`src/rtl/ascon_cmd_responder.sv`:
```
// ascon_cmd_responder: opcode decoder, data/text/result FIFOs and start/done
// sequencing for the ASCON permutation core.
`default_nettype none

module ascon_cmd_responder #(
  parameter int WIDTH = 128,
  parameter int DEPTH = 4,
  parameter int AW    = 2
) (
  input  logic             clk,
  input  logic             rst,
  input  logic [5:0]       instruction,
  input  logic             cmd_valid,
  input  logic [WIDTH-1:0] data_block,
  input  logic             data_blk_en,
  input  logic [WIDTH-1:0] txt_block,
  input  logic             txt_blk_en,
  output logic [10:0]      status_reg,
  output logic [WIDTH-1:0] ascon_out,
  output logic [5:0]       core_op,
  output logic             core_start,
  output logic [WIDTH-1:0] core_data,
  output logic [WIDTH-1:0] core_txt,
  input  logic             core_done,
  input  logic [WIDTH-1:0] core_result
);

  localparam logic [5:0] OP_KEY_LD             = 6'h01;
  localparam logic [5:0] OP_NONCE_LD           = 6'h02;
  localparam logic [5:0] OP_INIT               = 6'h03;
  localparam logic [5:0] OP_DATA_FIFO_PUSH     = 6'h04;
  localparam logic [5:0] OP_TXT_FIFO_PUSH      = 6'h05;
  localparam logic [5:0] OP_ENC_DATA           = 6'h06;
  localparam logic [5:0] OP_ENC_DATA_LAST      = 6'h07;
  localparam logic [5:0] OP_ENC_TEXT           = 6'h08;
  localparam logic [5:0] OP_ENC_TEXT_LAST      = 6'h09;
  localparam logic [5:0] OP_TAG_CALC_ENC       = 6'h0a;
  localparam logic [5:0] OP_TEXT_OUT_FIFO_PULL = 6'h0b;
  localparam logic [5:0] OP_RESET              = 6'h3f;

  localparam logic [AW:0] PTR_ONE = {{AW{1'b0}}, 1'b1};

  typedef enum logic [1:0] {
    S_IDLE      = 2'd0,
    S_EXEC      = 2'd1,
    S_WAIT_CORE = 2'd2,
    S_DONE      = 2'd3
  } state_t;

  state_t           state_q;
  logic [5:0]       core_op_q;
  logic             core_start_q;
  logic [WIDTH-1:0] data_hold_q, txt_hold_q, ascon_out_q;
  logic             err_illegal_q, err_overflow_q, err_underflow_q;

  logic [WIDTH-1:0] dmem_q [DEPTH];
  logic [WIDTH-1:0] tmem_q [DEPTH];
  logic [WIDTH-1:0] omem_q [DEPTH];
  logic [AW:0]      dwr_q, drd_q, twr_q, trd_q, owr_q, ord_q;

  // Pointers carry an extra wrap bit so full and empty are distinguishable.
  logic d_empty, d_full, t_empty, t_full, o_empty, o_full;
  assign d_empty = (dwr_q == drd_q);
  assign d_full  = (dwr_q[AW] != drd_q[AW]) && (dwr_q[AW-1:0] == drd_q[AW-1:0]);
  assign t_empty = (twr_q == trd_q);
  assign t_full  = (twr_q[AW] != trd_q[AW]) && (twr_q[AW-1:0] == trd_q[AW-1:0]);
  assign o_empty = (owr_q == ord_q);
  assign o_full  = (owr_q[AW] != ord_q[AW]) && (owr_q[AW-1:0] == ord_q[AW-1:0]);

  logic is_enc_data, is_enc_text;
  assign is_enc_data = (core_op_q == OP_ENC_DATA) || (core_op_q == OP_ENC_DATA_LAST);
  assign is_enc_text = (core_op_q == OP_ENC_TEXT) || (core_op_q == OP_ENC_TEXT_LAST);

  always_ff @(posedge clk) begin
    if (rst) begin
      state_q         <= S_IDLE;
      core_op_q       <= 6'd0;
      core_start_q    <= 1'b0;
      data_hold_q     <= '0;
      txt_hold_q      <= '0;
      ascon_out_q     <= '0;
      err_illegal_q   <= 1'b0;
      err_overflow_q  <= 1'b0;
      err_underflow_q <= 1'b0;
      dwr_q <= '0; drd_q <= '0;
      twr_q <= '0; trd_q <= '0;
      owr_q <= '0; ord_q <= '0;
    end else begin
      core_start_q <= 1'b0;
      if (data_blk_en) data_hold_q <= data_block;
      if (txt_blk_en)  txt_hold_q  <= txt_block;

      case (state_q)
        S_IDLE: begin
          if (cmd_valid) begin
            core_op_q <= instruction;
            state_q   <= S_EXEC;
          end
        end

        S_EXEC: begin
          state_q <= S_DONE;
          case (core_op_q)
            OP_DATA_FIFO_PUSH: begin
              if (d_full) err_overflow_q <= 1'b1;
              else begin
                dmem_q[dwr_q[AW-1:0]] <= data_hold_q;
                dwr_q <= dwr_q + PTR_ONE;
              end
            end
            OP_TXT_FIFO_PUSH: begin
              if (t_full) err_overflow_q <= 1'b1;
              else begin
                tmem_q[twr_q[AW-1:0]] <= txt_hold_q;
                twr_q <= twr_q + PTR_ONE;
              end
            end
            OP_TEXT_OUT_FIFO_PULL: begin
              if (o_empty) err_underflow_q <= 1'b1;
              else begin
                ascon_out_q <= omem_q[ord_q[AW-1:0]];
                ord_q <= ord_q + PTR_ONE;
              end
            end
            OP_KEY_LD, OP_NONCE_LD, OP_INIT, OP_TAG_CALC_ENC: begin
              core_start_q <= 1'b1;
              state_q      <= S_WAIT_CORE;
            end
            OP_ENC_DATA, OP_ENC_DATA_LAST: begin
              if (d_empty) err_underflow_q <= 1'b1;
              else begin
                core_start_q <= 1'b1;
                state_q      <= S_WAIT_CORE;
              end
            end
            OP_ENC_TEXT, OP_ENC_TEXT_LAST: begin
              if (t_empty) err_underflow_q <= 1'b1;
              if (o_full)  err_overflow_q  <= 1'b1;
              if (!t_empty && !o_full) begin
                core_start_q <= 1'b1;
                state_q      <= S_WAIT_CORE;
              end
            end
            OP_RESET: begin
              dwr_q <= '0; drd_q <= '0;
              twr_q <= '0; trd_q <= '0;
              owr_q <= '0; ord_q <= '0;
              err_illegal_q   <= 1'b0;
              err_overflow_q  <= 1'b0;
              err_underflow_q <= 1'b0;
              ascon_out_q     <= '0;
            end
            default: err_illegal_q <= 1'b1;
          endcase
        end

        S_WAIT_CORE: begin
          if (core_done) begin
            if (is_enc_data) drd_q <= drd_q + PTR_ONE;
            if (is_enc_text) begin
              trd_q <= trd_q + PTR_ONE;
              omem_q[owr_q[AW-1:0]] <= core_result;
              owr_q <= owr_q + PTR_ONE;
            end
            state_q <= S_DONE;
          end
        end

        S_DONE:  state_q <= S_IDLE;
        default: state_q <= S_IDLE;
      endcase
    end
  end

  assign status_reg = {err_underflow_q, err_overflow_q, err_illegal_q,
                       o_full, o_empty, t_full, t_empty, d_full, d_empty,
                       (state_q != S_IDLE), (state_q == S_IDLE)};
  assign ascon_out  = ascon_out_q;
  assign core_op    = core_op_q;
  assign core_start = core_start_q;
  assign core_data  = dmem_q[drd_q[AW-1:0]];
  assign core_txt   = tmem_q[trd_q[AW-1:0]];

endmodule

`default_nettype wire

```
`config.mk`:
```
export PLATFORM = sky130hd
export DESIGN_NAME = ascon_cmd_responder
export DESIGN_NICKNAME = d
export VERILOG_FILES = /design/src/rtl/ascon_cmd_responder.sv
export SDC_FILE = /design/constraint.sdc
export NUM_CORES = 2
export LEC_CHECK = 0
export BUFFER_PORTS_ARGS = -buffer_cell sky130_fd_sc_hd__buf_2
export CORE_UTILIZATION = 58
export DETAILED_ROUTE_END_ITERATION = 16
export PLACE_DENSITY_LB_ADDON = 0.3
export SLEW_MARGIN = 20
export SYNTH_ARGS = -nofsm -noshare
export SYNTH_HDL_FRONTEND = slang
export SYNTH_SLANG_ARGS = --single-unit
```
`constraint.sdc`:
```
create_clock -name clk -period 14 [get_ports clk]
set_input_delay 2.8 -clock clk [delete_from_list [all_inputs] [get_ports clk]]
set_output_delay 2.8 -clock clk [all_outputs]
set_load 0.01 [all_outputs]
```
==> metrics.md <==
| Metric | Value |
|---|---|
| M1 GR Usage | between 30% and 40% |
| CTS tree | yes |
| Global-route met3 utilization | under 10% |
| Count of cells along the worst hold path | 0 |
| Endpoint required time on the critical path | between 10000 and 15000 ps |
| Number of instances in the synthesized netlist | about 3.6k |
| Wire length of the first global-routing pass | roughly 240000 um |
| Area of the die | around 120000 um^2 |
| Number of nets in the layout | 4877 |
| Hpwl dp | approximately 100000 um |
| Total via count after detailed routing | 36.8k |
| Dominant synthesized flop cell | sky130_fd_sc_hd__edfxtp_1 |
| Source of the worst register-to-register timing path | core_op[3] |
| Count of cells resized by post-cts repair | 0 |
| Root buffer cell | sky130_fd_sc_hd__clkbuf_16 |
| Power Dens Cells | 152 nW/um^2 |
| Most Used Layer, Global Route | met2 |
| Filler cell count in the final layout | 7646 |
| Largest fanout on the critical path | 48 |
| Aggregate global routing overflow | 0 |
| Cell family with the largest share of critical-path delay | buffers and inverters |
| Unrepaired setup endpoints after global routing | false |
| Asr flop ratio synth | 0% |
| Share of cells above drive strength 1 | 33.3% |
| Setup CP Type | reg2out |
| Top-Level Pins | roughly 800 |
| Core Box Area | about 120000 um^2 |
| Clock period minus final worst setup slack | 7270 ps |
| Vias per std cell | between 5 and 6 |
| Result of the run | finished clean |
| Average instance area after synthesis | roughly 19 um^2 |
| Most area-consuming cells after synthesis | sky130_fd_sc_hd__edfxtp_1 65%, sky130_fd_sc_hd__mux4_2 12%, sky130_fd_sc_hd__dfxtp_1 12% |
| Post-detailed-route count of antenna-violating nets | 0 |
| Met2 Use GR | a little over two fifths |
| Number of antenna violations at the first check in global routing | 84 |
| Total routing resource utilization after global routing | 26.2% |
| Post-CTS setup-driven buffer insertion count | 0 |
| Worst Hold Endpoint | dmem_q[0][7] |
| Vertical die dimension | about 350 um |
| Leakage power | roughly 29 nW |
| Horizontal die dimension | around 350 um |
| Final setup vio count | 0 |
| Max transition margin | 27.5% |
| Cell Area, Synth | 71000 um^2 |
| Number of nets produced by synthesis | between 4k and 5k |
| Worst hold slack after final layout | approximately 460 ps |
| Placed cell count | 5899 |
| Worst reg2reg setup slack | 9600 ps |
| Count of max-cap constraint violations | 0 |
| Unique masters post-synth | a little under 50 |
| CP bufs+invs | 4 |
| Maximum buffer depth of the clock tree | 3 |
| Most frequent cell on the critical path | sky130_fd_sc_hd__buf_4 |
| Standard-cell row count | around 130 |
| Number of flops mapped to enable cells by yosys | around 1.5k |
| Clock Latency Late Sink | between 800 and 900 ps |
| Setup clock skew after layout | about 50 ps |
| VDD IR-drop max | ~0.00014 V |
| Post-detailed-route DRC marker count | 0 |
| Final routed wire length divided by cell count | approximately 26 um |
| Final hold violation count | 0 |
| Cell Count, Final, Fillers Out | ~6.3k |
| Post-layout total power | about 0.013 W |
| Synth area leader | sky130_fd_sc_hd__edfxtp_1 |
| Critical Path Stages | 5 |
| CP Data Arrival Time | 4470 ps |
| Max H-tree Level | 4 |
| Kind of path behind the tightest hold check | reg2reg |
| Slew Limit Fails | 0 |
| Critical path cell sequence | buf_4, buf_4, buf_4, mux4_2, buf_2 |
| Initial cell density of the core | 58.4% |
| Worst stage delay on the critical path | around 800 ps |
| Flops & latches, synth | 1956 |
| Routability-driven placement congestion ratio | ~0.83 |
| Post-synthesis to final-layout area growth | 17.0% |
| Hold buffers post-CTS | 0 |
| Achievable frequency | around 140 MHz |
| Pin count of the biggest net entering global routing | between 200 and 250 |
| HP Start | data_hold_q[7] |
| Slowest library cell on the worst path | sky130_fd_sc_hd__buf_4 |
| Number of design-rule violations left by the first detailed-router iteration | roughly 3.5k |
| Post-CTS clock slew at the launch and capture registers of the worst setup and hold paths | approximately 60 ps |
| Sequential cell area fraction in the yosys report | between 70% and 80% |
| Dominant cell by count in the synthesized netlist | sky130_fd_sc_hd__edfxtp_1 |
| Endpoint kind of the worst setup timing path | primary output |
| Clock sink count | between 1.5k and 2k |
| Final Cycle Share | between 50% and 60% |
| Total length of routed wires | 162000 um |
| Measured slew at the worst slew-check pin | around 1100 ps |
| Cells on worst reg2reg path | 6 |
| Top-area cell type share of the netlist area | about two thirds |
| Detailed-router iteration count before antenna repair | 7 |
| Number of CTS-inserted buffers | 187 |
| Kind of start point of the critical path | register |
| Post-Route Setup TNS | 0 ps |
| Input/output buffers | 797 |
| Leading post-synthesis cells by instance count | 1536 x sky130_fd_sc_hd__edfxtp_1, 420 x sky130_fd_sc_hd__dfxtp_1, 384 x sky130_fd_sc_hd__mux4_2, 278 x sky130_fd_sc_hd__nor2_1, 258 x sky130_fd_sc_hd__mux2i_1 |
| Yosys warnings | 0 |
| RR Endpoint | omem_q[2][81] |
| Vias in the first global route | around 37k |
-- per-layer routing --
layer | part of all wire [%] | vias to the layer above | wire, um
met5 | 0.33 | - | 531
met4 | 3.8 | 76 | 6120
met3 | 9.0 | 372 | 14500
met2 | 50 | 1478 | 80600
met1 | 37 | 18800 | 60500
li1 | - | 16000 | -
-- worst max path at each step --
stage,start,end,slack (ps)
floorplan,rst,tmem_q[3][0],1350
global placement,register,core_txt[30],7450
detailed placement,register,core_txt[33],7430
CTS,register,core_txt[33],6530
global route,register,core_txt[33],6320
finish,register,core_txt[33],6730
-- cell usage in the layout, fill, tap and decap left out, types with 46 or more instances in the layout --
master / instances
sky130_fd_sc_hd__dfxtp_1: 414
sky130_fd_sc_hd__clkbuf_16: 193
sky130_fd_sc_hd__clkbuf_1: 51
sky130_fd_sc_hd__diode_2: 46
sky130_fd_sc_hd__nor2_1: 278
sky130_fd_sc_hd__nand3b_1: 130
sky130_fd_sc_hd__mux4_2: 384
sky130_fd_sc_hd__o21ai_1: 110
sky130_fd_sc_hd__nand2_1: 148
sky130_fd_sc_hd__edfxtp_1: 1536
sky130_fd_sc_hd__buf_2: 794
sky130_fd_sc_hd__mux2i_1: 258
-- flip-flops by register name, summed over array words and instances, names as in the netlist, 6 cells and up, named ones only --
| name | count |
|---|---|
| tmem_q | 512 |
| core_op | 6 |
| txt_hold_q | 128 |
| omem_q | 512 |
| ascon_out | 128 |
| data_hold_q | 128 |
| dmem_q | 512 |
-- where the power goes --
part           leakage, nW  internal (W)  total [W]  switching, W
registers             17.4       0.00633    0.00643      0.000102
clock network         3.14       0.00302    0.00514       0.00212
logic                 8.62      0.000474    0.00102      0.000545
-- final cells by class --
type	count	area [um^2]	area share, %
multi-input cells	1455	15500	18.6
clock inverters	78	926	1.11
clock buffers	276	5460	6.58
diodes	46	115	0.139
repair buffers	845	4420	5.32
flip-flops and latches	1956	54600	65.7
inverters	18	67.6	0.0813
well taps	1625	2030	2.45
-- cells by family (layout without fill, tap and decap cells) --
logic type               Yosys count  after routing  share of synthesized area [%]
adder cells (fa/ha/maj)           18             18                          0.317
buffers and inverters            234           1217                           1.47
other                              0             46                              0
AO/OA/AOI/OAI                    172            172                           1.34
XOR/XNOR                          17             17                          0.210
AND/OR/NAND/NOR                  606            606                           4.06
multiplexers                     642            642                           15.8
flip-flops                      1956           1956                           76.8
-- through the flow --
stage                     worst slack [ps]  utilization [%]  instance area (um^2)
final                                 6730             68.3                 83100
after global routing                  6320             68.3                 83000
after CTS                             6530             68.2                 82900
after detailed placement              7430             63.0                 76600
after global placement                7450             63.0                 76600
after floorplan                       1350                -                 71000
Note: power is estimated with default switching activity, not from simulation.
